==> src/rtl/alu_cnt_dec_pkg.sv <==
// Shared constants for the lab-board ALU / down-counter / decoder cluster:
// ALU operation encodings and default widths.
package alu_cnt_dec_pkg;

  localparam int unsigned ALU_W = 4;
  localparam int unsigned CNT_W = 3;

  localparam logic [2:0] ALU_ADD = 3'b000;
  localparam logic [2:0] ALU_SUB = 3'b001;
  localparam logic [2:0] ALU_NOT = 3'b010;
  localparam logic [2:0] ALU_AND = 3'b011;
  localparam logic [2:0] ALU_OR  = 3'b100;
  localparam logic [2:0] ALU_XOR = 3'b101;
  localparam logic [2:0] ALU_LT  = 3'b110;
  localparam logic [2:0] ALU_EQ  = 3'b111;

endpackage

==> src/rtl/alu_cnt_dec_unit_alu_core.sv <==
// Combinational ALU: eight operations plus zero / signed-overflow / carry flags.
// Carry and overflow are only meaningful for ADD and SUB; all other ops force them low.
module alu_core #(
  parameter int unsigned ALU_W = alu_cnt_dec_pkg::ALU_W
) (
  input  logic [2:0]       i_sel,
  input  logic [ALU_W-1:0] i_a,
  input  logic [ALU_W-1:0] i_b,
  output logic [ALU_W-1:0] o_res,
  output logic             o_zero,
  output logic             o_overflow,
  output logic             o_carry
);
  import alu_cnt_dec_pkg::*;

  localparam int unsigned M = ALU_W - 1;

  logic [ALU_W:0] w_add;
  logic [ALU_W:0] w_sub;
  logic           w_add_ovf;
  logic           w_sub_ovf;
  logic           w_less;

  assign w_add     = {1'b0, i_a} + {1'b0, i_b};
  assign w_sub     = {1'b0, i_a} + {1'b0, ~i_b} + {{ALU_W{1'b0}}, 1'b1};
  assign w_add_ovf = (i_a[M] == i_b[M]) && (w_add[M] != i_a[M]);
  assign w_sub_ovf = (i_a[M] != i_b[M]) && (w_sub[M] != i_a[M]);
  // Signed less-than taken from the subtractor sign corrected by its overflow
  assign w_less    = w_sub[M] ^ w_sub_ovf;

  always_comb begin
    o_res      = '0;
    o_carry    = 1'b0;
    o_overflow = 1'b0;
    case (i_sel)
      ALU_ADD: begin
        o_res      = w_add[M:0];
        o_carry    = w_add[ALU_W];
        o_overflow = w_add_ovf;
      end
      ALU_SUB: begin
        o_res      = w_sub[M:0];
        o_carry    = w_sub[ALU_W];
        o_overflow = w_sub_ovf;
      end
      ALU_NOT: o_res = ~i_a;
      ALU_AND: o_res = i_a & i_b;
      ALU_OR:  o_res = i_a | i_b;
      ALU_XOR: o_res = i_a ^ i_b;
      ALU_LT:  o_res = {{(ALU_W-1){1'b0}}, w_less};
      ALU_EQ:  o_res = {{(ALU_W-1){1'b0}}, (i_a == i_b)};
      default: o_res = '0;
    endcase
  end

  assign o_zero = (o_res == '0);

endmodule

==> src/rtl/alu_cnt_dec_unit.sv <==
// Lab-board cluster: ALU, wrapping down-counter and 3-to-8 one-hot decoder.
// Define ALU_OUT_REG_EN to register the ALU outputs (1-cycle latency, cleared by rst).
module alu_cnt_dec_unit #(
  parameter int unsigned ALU_W = alu_cnt_dec_pkg::ALU_W,
  parameter int unsigned CNT_W = alu_cnt_dec_pkg::CNT_W
) (
  input  logic             clk,
  input  logic             rst,
  input  logic [2:0]       alu_fnselec,
  input  logic [ALU_W-1:0] alu_a,
  input  logic [ALU_W-1:0] alu_b,
  output logic [ALU_W-1:0] alu_res,
  output logic             alu_zero,
  output logic             alu_overflow,
  output logic             alu_carry,
  input  logic             cnt_en,
  output logic [CNT_W-1:0] cnt_q,
  output logic             cnt_tc,
  input  logic             dec_en,
  input  logic [2:0]       dec_x,
  output logic [7:0]       dec_y
);
  import alu_cnt_dec_pkg::*;

  logic [ALU_W-1:0] w_res;
  logic             w_zero;
  logic             w_overflow;
  logic             w_carry;

  alu_core #(.ALU_W(ALU_W)) u_alu_core (
    .i_sel      (alu_fnselec),
    .i_a        (alu_a),
    .i_b        (alu_b),
    .o_res      (w_res),
    .o_zero     (w_zero),
    .o_overflow (w_overflow),
    .o_carry    (w_carry)
  );

`ifdef ALU_OUT_REG_EN
  logic [ALU_W-1:0] r_alu_res;
  logic             r_alu_zero;
  logic             r_alu_overflow;
  logic             r_alu_carry;

  always_ff @(posedge clk) begin
    if (rst) begin
      r_alu_res      <= '0;
      r_alu_zero     <= 1'b0;
      r_alu_overflow <= 1'b0;
      r_alu_carry    <= 1'b0;
    end else begin
      r_alu_res      <= w_res;
      r_alu_zero     <= w_zero;
      r_alu_overflow <= w_overflow;
      r_alu_carry    <= w_carry;
    end
  end

  assign alu_res      = r_alu_res;
  assign alu_zero     = r_alu_zero;
  assign alu_overflow = r_alu_overflow;
  assign alu_carry    = r_alu_carry;
`else
  assign alu_res      = w_res;
  assign alu_zero     = w_zero;
  assign alu_overflow = w_overflow;
  assign alu_carry    = w_carry;
`endif

  logic [CNT_W-1:0] r_cnt;

  // Reset takes priority over enable; decrement wraps 0 -> all ones naturally
  always_ff @(posedge clk) begin
    if (rst)         r_cnt <= '0;
    else if (cnt_en) r_cnt <= r_cnt - CNT_W'(1);
  end

  assign cnt_q  = r_cnt;
  assign cnt_tc = (r_cnt == '0);

  assign dec_y = dec_en ? (8'b1 << dec_x) : 8'b0;

endmodule

==> config.mk <==
export PLATFORM = sky130hd
export DESIGN_NAME = alu_cnt_dec_unit
export DESIGN_NICKNAME = d
export VERILOG_FILES = /design/src/rtl/alu_cnt_dec_pkg.sv /design/src/rtl/alu_cnt_dec_unit_alu_core.sv /design/src/rtl/alu_cnt_dec_unit.sv
export SDC_FILE = /design/constraint.sdc
export NUM_CORES = 1
export LEC_CHECK = 0
export CORE_MARGIN = 2
export CORE_UTILIZATION = 40
export CTS_CLUSTER_SIZE = 40
export DETAILED_ROUTE_END_ITERATION = 7
export GPL_TIMING_DRIVEN = 0
export PLACE_DENSITY = 0.8
export SLEW_MARGIN = 5
export SYNTH_ARGS = -nofsm -noshare
export SYNTH_HDL_FRONTEND = slang
export SYNTH_SLANG_ARGS = --single-unit
==> constraint.sdc <==
create_clock -name clk -period 4.5 [get_ports clk]
set_clock_uncertainty 0.05 [all_clocks]
set_input_delay 1.35 -clock clk [delete_from_list [all_inputs] [get_ports clk]]
set_output_delay 1.35 -clock clk [all_outputs]
set_load 0.05 [all_outputs]
# ---- Word-level counts from Yosys, hierarchy flattened
# Cells that the tools add are included.
dict set report totals {
  in_bits 18
  regBits 3
  word_cells 33
  output_inout_bits 19
}
dict set report classes {
  n_shift 1
  add_sub_neg 4
  n_bitwise 6
  n_eq_ne 12
  mux 4
  reduce_logical 5
}
# operator count
set op_table {}
lappend op_table {{$pmux 4 s8} 1}
lappend op_table {{$eq 3x3->1 const B} 4}
lappend op_table {{$add 4x4->5} 2}
lappend op_table {{$mux 8} 1}
lappend op_table {{$not 4->4} 2}
lappend op_table {{$shl 1x3->8 const A} 1}
lappend op_table {{$eq 3x2->1 const B} 2}
lappend op_table {{$logic_not 3->1} 2}
lappend op_table {{$add 5x1->5 const B} 1}
lappend op_table {{$and 4x4->4} 1}
lappend op_table {{$eq 4x4->1} 1}
lappend op_table {{$logic_not 4->1} 1}
lappend op_table {{$or 4x4->4} 1}
lappend op_table {{$pmux 1 s2} 2}
lappend op_table {{$xor 4x4->4} 1}
lappend op_table {{$eq 3x1->1 const B} 1}
lappend op_table {{$ne 1x1->1} 3}
lappend op_table {{$sub 3x1->3 const B} 1}
lappend op_table {{$logic_and 1x1->1} 2}
lappend op_table {{$eq 1x1->1} 1}
lappend op_table {{$xor 1x1->1} 1}

# ---- Longest topological paths before layout
dict set report depth {
  ltp_word 8
  mapped_depth 12
  ltp_nobuf 12
}

# ---- Modules after synthesis
# From an unflattened synthesis, not the netlist that was laid out.
dict set report unflattened {
  cells_unflattened 117
  hier_area_um2 843.3
}
# module cells_each area_each_um2 seq_area_each_um2 n_inst
set by_module_without_submodules {}
lappend by_module_without_submodules {alu_core 90 653.1 0.0 1}
lappend by_module_without_submodules {alu_cnt_dec_unit 27 190.2 60.1 1}

# ---- Least setup slack after synthesis
# Ideal clock, no wire load.
dict set report synth_path {
  path_kind {input port to output port}
  start {input alu_a[0]}
  end {output alu_carry}
  required_ns 3.100
  t_arrival_ns 4.678
  path_stages 8
  setup_slack_ns -1.578
  path_buffers 0
  path_cell_list {inv_1 > ha_1 > fa_1 > nor2_1 > nor2_1 > nor2_1 > nor2_1 > a2111oi_0}
}
dict set report synth_between {
  elab_chain_len 3
  elab_cells_between_ends 4
  cone_classes {add/sub: 3; mux: 1}
}
# item line_no
set synth_rtl {}
lappend synth_rtl {{start: declaration} alu_cnt_dec_unit.sv:10} ;# input logic [ALU_W-1:0] alu_a,
lappend synth_rtl {{$add 4x4->5} alu_cnt_dec_unit_alu_core.sv:25} ;# assign w_sub = {1'b0, i_a} + {1'b0, ~i_b} + {{ALU_W{1'b0}}, 1'b1};
lappend synth_rtl {{$add 5x1->5} alu_cnt_dec_unit_alu_core.sv:25}
lappend synth_rtl {{$pmux 1 s2 (*)} alu_cnt_dec_unit_alu_core.sv:35} ;# case (i_sel)
lappend synth_rtl {{end: declaration} alu_cnt_dec_unit.sv:15} ;# output logic alu_carry,
# Mark *: on every way between the ends. The rest lies on a longest branch, timed or not.

# ---- Worst setup path after layout
dict set report layout_path {
  start {input alu_b[2]}
  end {output alu_zero}
}
dict set report layout_between {
  elab_chain_len 8
  elab_cells_between_ends 13
  cone_classes {add/sub: 3; eq/ne: 2; mux: 1; bitwise: 5; reduce/logical: 2}
}
# item line_no
set layout_rtl {}
lappend layout_rtl {{start: declaration} alu_cnt_dec_unit.sv:11} ;# input logic [ALU_W-1:0] alu_b,
lappend layout_rtl {{$not 4->4} alu_cnt_dec_unit_alu_core.sv:25}
lappend layout_rtl {{$add 4x4->5} alu_cnt_dec_unit_alu_core.sv:25}
lappend layout_rtl {{$add 5x1->5} alu_cnt_dec_unit_alu_core.sv:25}
lappend layout_rtl {{$ne 1x1->1} alu_cnt_dec_unit_alu_core.sv:27} ;# assign w_sub_ovf = (i_a[M] != i_b[M]) && (w_sub[M] != i_a[M]);
lappend layout_rtl {{$logic_and 1x1->1} alu_cnt_dec_unit_alu_core.sv:27}
lappend layout_rtl {{$xor 1x1->1} alu_cnt_dec_unit_alu_core.sv:29} ;# assign w_less = w_sub[M] ^ w_sub_ovf;
lappend layout_rtl {{$pmux 4 s8 (*)} alu_cnt_dec_unit_alu_core.sv:35}
lappend layout_rtl {{$logic_not 4->1 (*)} alu_cnt_dec_unit_alu_core.sv:56} ;# assign o_zero = (o_res == '0);
lappend layout_rtl {{end: declaration} alu_cnt_dec_unit.sv:13} ;# output logic alu_zero,
# Marked as above.

==> results.ini <==
[timing]
fin_tns_setup_ns=-1.15
maxSlewViolCount=0
rsz0062_at_grt=true
post-route-min-period_ns=4.87
whs_ns=0.475
fin_crit_sh_pct=108
hold_viol_final=0
setup_ws_ns=-0.368
fmax_mhz=205
worst-slew-pin-transition_ns=0.517
slew_headroom_pct=65.4
setup_viol_count_final=4

[min_path]
min_path_type=register to register

[global_routing]
grtUsageTotal_pct=24.1
grt_pass1_wl_mm=4.57
grt_max_degree=11
antenna_found_initial=0
grt_overflow=0
grt_pass1_vias=1056

[placed_design]
dp.cells=173
io_buffers=35
dp_hpwl_mm=1.97
place.gp.congestion=0.796

[job]
maxCapViolCount=0

[setup_path]
cp_common_cell=nor2_4
r2r_start=cnt_q[0]
crit_fanout=2
r2r_end=cnt_q[2]
cp_top_family=adder cells
critical_path_class=input pin to primary output
cpMaxStageDelayCell=fa_2
crit_path_end_kind=primary output
critical_path.endpoint=alu_zero
cp.required_ns=3.10
critPathBufInv=3
cp_cell_sequence=clkdlybuf4s15_2, inv_2, ha_4, nor2_4, nor2_4, fa_2, nor2b_4, a211oi_2, a31oi_2, a31oi_4, nor4_4, buf_6
crit_arrival_ns=3.47
reg2reg_depth=4
cp-start-kind=input pin
max_stage_delay_ns=0.38
reg2reg_slack_ns=3.27
crit_cells=12
cp-startpoint=alu_b[2]

[synth]
ys_seq_area_share_pct=7.33
synth.largest_area_cell=ha_1
netlist.area_leader.share_pct=21.4
synthCells=111
synth_cell_types=36
synth_area_leaders=ha_1 (21%), nor2_1 (8.7%), dfxtp_1 (7.3%), fa_1 (7.3%), xnor2_1 (5.3%)
syn_area_per_cell_um2=7.38
yosys_warnings=0
syn_area_um2=820
synth_nets=146
ys_ff_latch=3

[layout]
final_cells=191
largest_reg_flops=3
syn_to_final_growth_pct=88.5
fin_nets=200
post-route-util_pct=79.6
drive_gt1_share_pct=41.5
antennaDiodeCount=0

[clock_tree]
htreeDepth=1
root_buffer=clkbuf_4
cts_buffers=3
clock-sinks=3
clkTransAtPathRegs_ns=0.03
worstSkewPairLatency_ns=0.23
cts_tree=built
cts_buffer_depth=2

[routing]
via_per_inst=5.57
wire_per_inst_um=15.9
vias=1063
wl_mm=3.04
route.detailed.drc=0
drt-initial-drc-count=29
drt_first_pass_iters=4
ant_nets=0

[die]
dieArea_um2=2430
start_util_pct=42.2
die_y_um=49.3
die_x_um=49.3
rows=16
core_um2=1940
ioPinCount=37

[run_status]
status=finished with violations
violations=negative setup slack

[power]
powerDensity_nw_per_um2=199
leakage_nw=0.650
power_uw=307
ir_worst_vdd_uv=258

==> synth_stat cells <==
library cell   n
a31oi_1        4
a21oi_4        1
a21o_1         2
nand3_1        1
nand2b_1       6
buf_4          1
inv_2          1
nor3b_1        1
fa_1           3
o41a_1         1
a211oi_1       5
nor4_1         1
nor4_2         1
o21ai_1        1
nand3b_1       1
o22ai_1        1
o31a_1         1
clkbuf_1       1
nor2b_1        3
nor3_1         3
buf_2          4
xor2_1         1
nand2_1        4
o2bb2ai_1      1
nor2_1        19
a22oi_1        1
a2bb2oi_1      1
a21oi_1        4
o211ai_1       1
inv_1         11
a2111oi_0      1
dfxtp_1        3
xnor2_1        5
o21ai_0        1
o21a_1         1
ha_1          14
==> cell families (layout without fill, tap and decap cells) <==
family          after synthesis  after routing  synth area share [%]
compound gates               27             27                  24.3
xor+xnor                      6              6                  6.41
fa+ha+maj                    17             17                  28.7
buf+inv                      18             71                  9.31
flops                         3              3                  7.33
simple gates                 40             40                  24.0
==> power by group <==
part           switching, mW  internal, mW
Clock                 0.0142        0.0332
Combinational          0.128        0.0997
Sequential           0.00230        0.0297
==> per-stage QoR <==
stage,setup slack [ns],area [um2]
global route,-0.432,1550
finish,-0.368,1550
detailed placement,-1.62,1260
global placement,-1.62,1260
CTS,-0.276,1400
floorplan,-0.533,880
==> cell type report <==
type	instances	area [um2]
repair buffers	50	485
multi-input cells	90	855
flip-flops and latches	3	60.1
well taps	27	33.8
inverters	12	57.6
clock buffers	4	26.3
fillers	129	397
plain buffers	5	27.5
==> layout by cell type (no fill, tap or decap), types with 3 or more instances in the layout <==
cell / Yosys / layout
a211oi_1: 5 / 4
a21oi_1: 4 / 4
buf_2: 4 / 5
buf_4: 1 / 16
buf_6: 0 / 6
buf_8: 0 / 3
clkbuf_4: 0 / 4
clkdlybuf4s50_1: 0 / 19
dfxtp_1: 3 / 3
fa_2: 0 / 3
ha_1: 14 / 9
ha_4: 0 / 3
inv_1: 11 / 5
inv_2: 1 / 4
nand2_1: 4 / 4
nand2b_1: 6 / 6
nor2_1: 19 / 15
nor2_4: 0 / 4
xnor2_1: 5 / 5
==> timing repair <==
action | 4_1_cts | 5_1_grt
setup endpoints to repair | 7 | 7
resized for setup | 100 | 28
hold buffers | 0 | 0
pin swaps | 13 | 7
buffers inserted | 8 | 7
==> worst reg2reg max path, cell delays in order, from the launching register on <==
cell      delay [ns]
dfxtp_1         0.35
inv_1           0.06
ha_1            0.20
ha_1            0.27
a211oi_1        0.22
==> worst min-delay path by stage <==
stage | start | to | cells after the start
floorplan | cnt_q[2] | cnt_q[2] | 2
global placement | cnt_q[2] | cnt_q[2] | 2
detailed placement | cnt_q[2] | cnt_q[2] | 2
CTS | cnt_q[2] | cnt_q[2] | 2
global route | cnt_q[1] | cnt_q[1] | 2
finish | cnt_q[1] | cnt_q[1] | 2
==> layer usage <==
metal | up-vias | wire, um | part of all wire, % | GRT usage [%]
li1 | 491 | - | - | -
met1 | 491 | 1050 | 35 | 24.5
met2 | 62 | 1600 | 53 | 45.7
met3 | 19 | 251 | 8.3 | 6.75
met4 | 0 | 131 | 4.3 | 9.05
met5 | - | 0 | 0 | 0
Note: power is estimated with default switching activity, not from simulation.
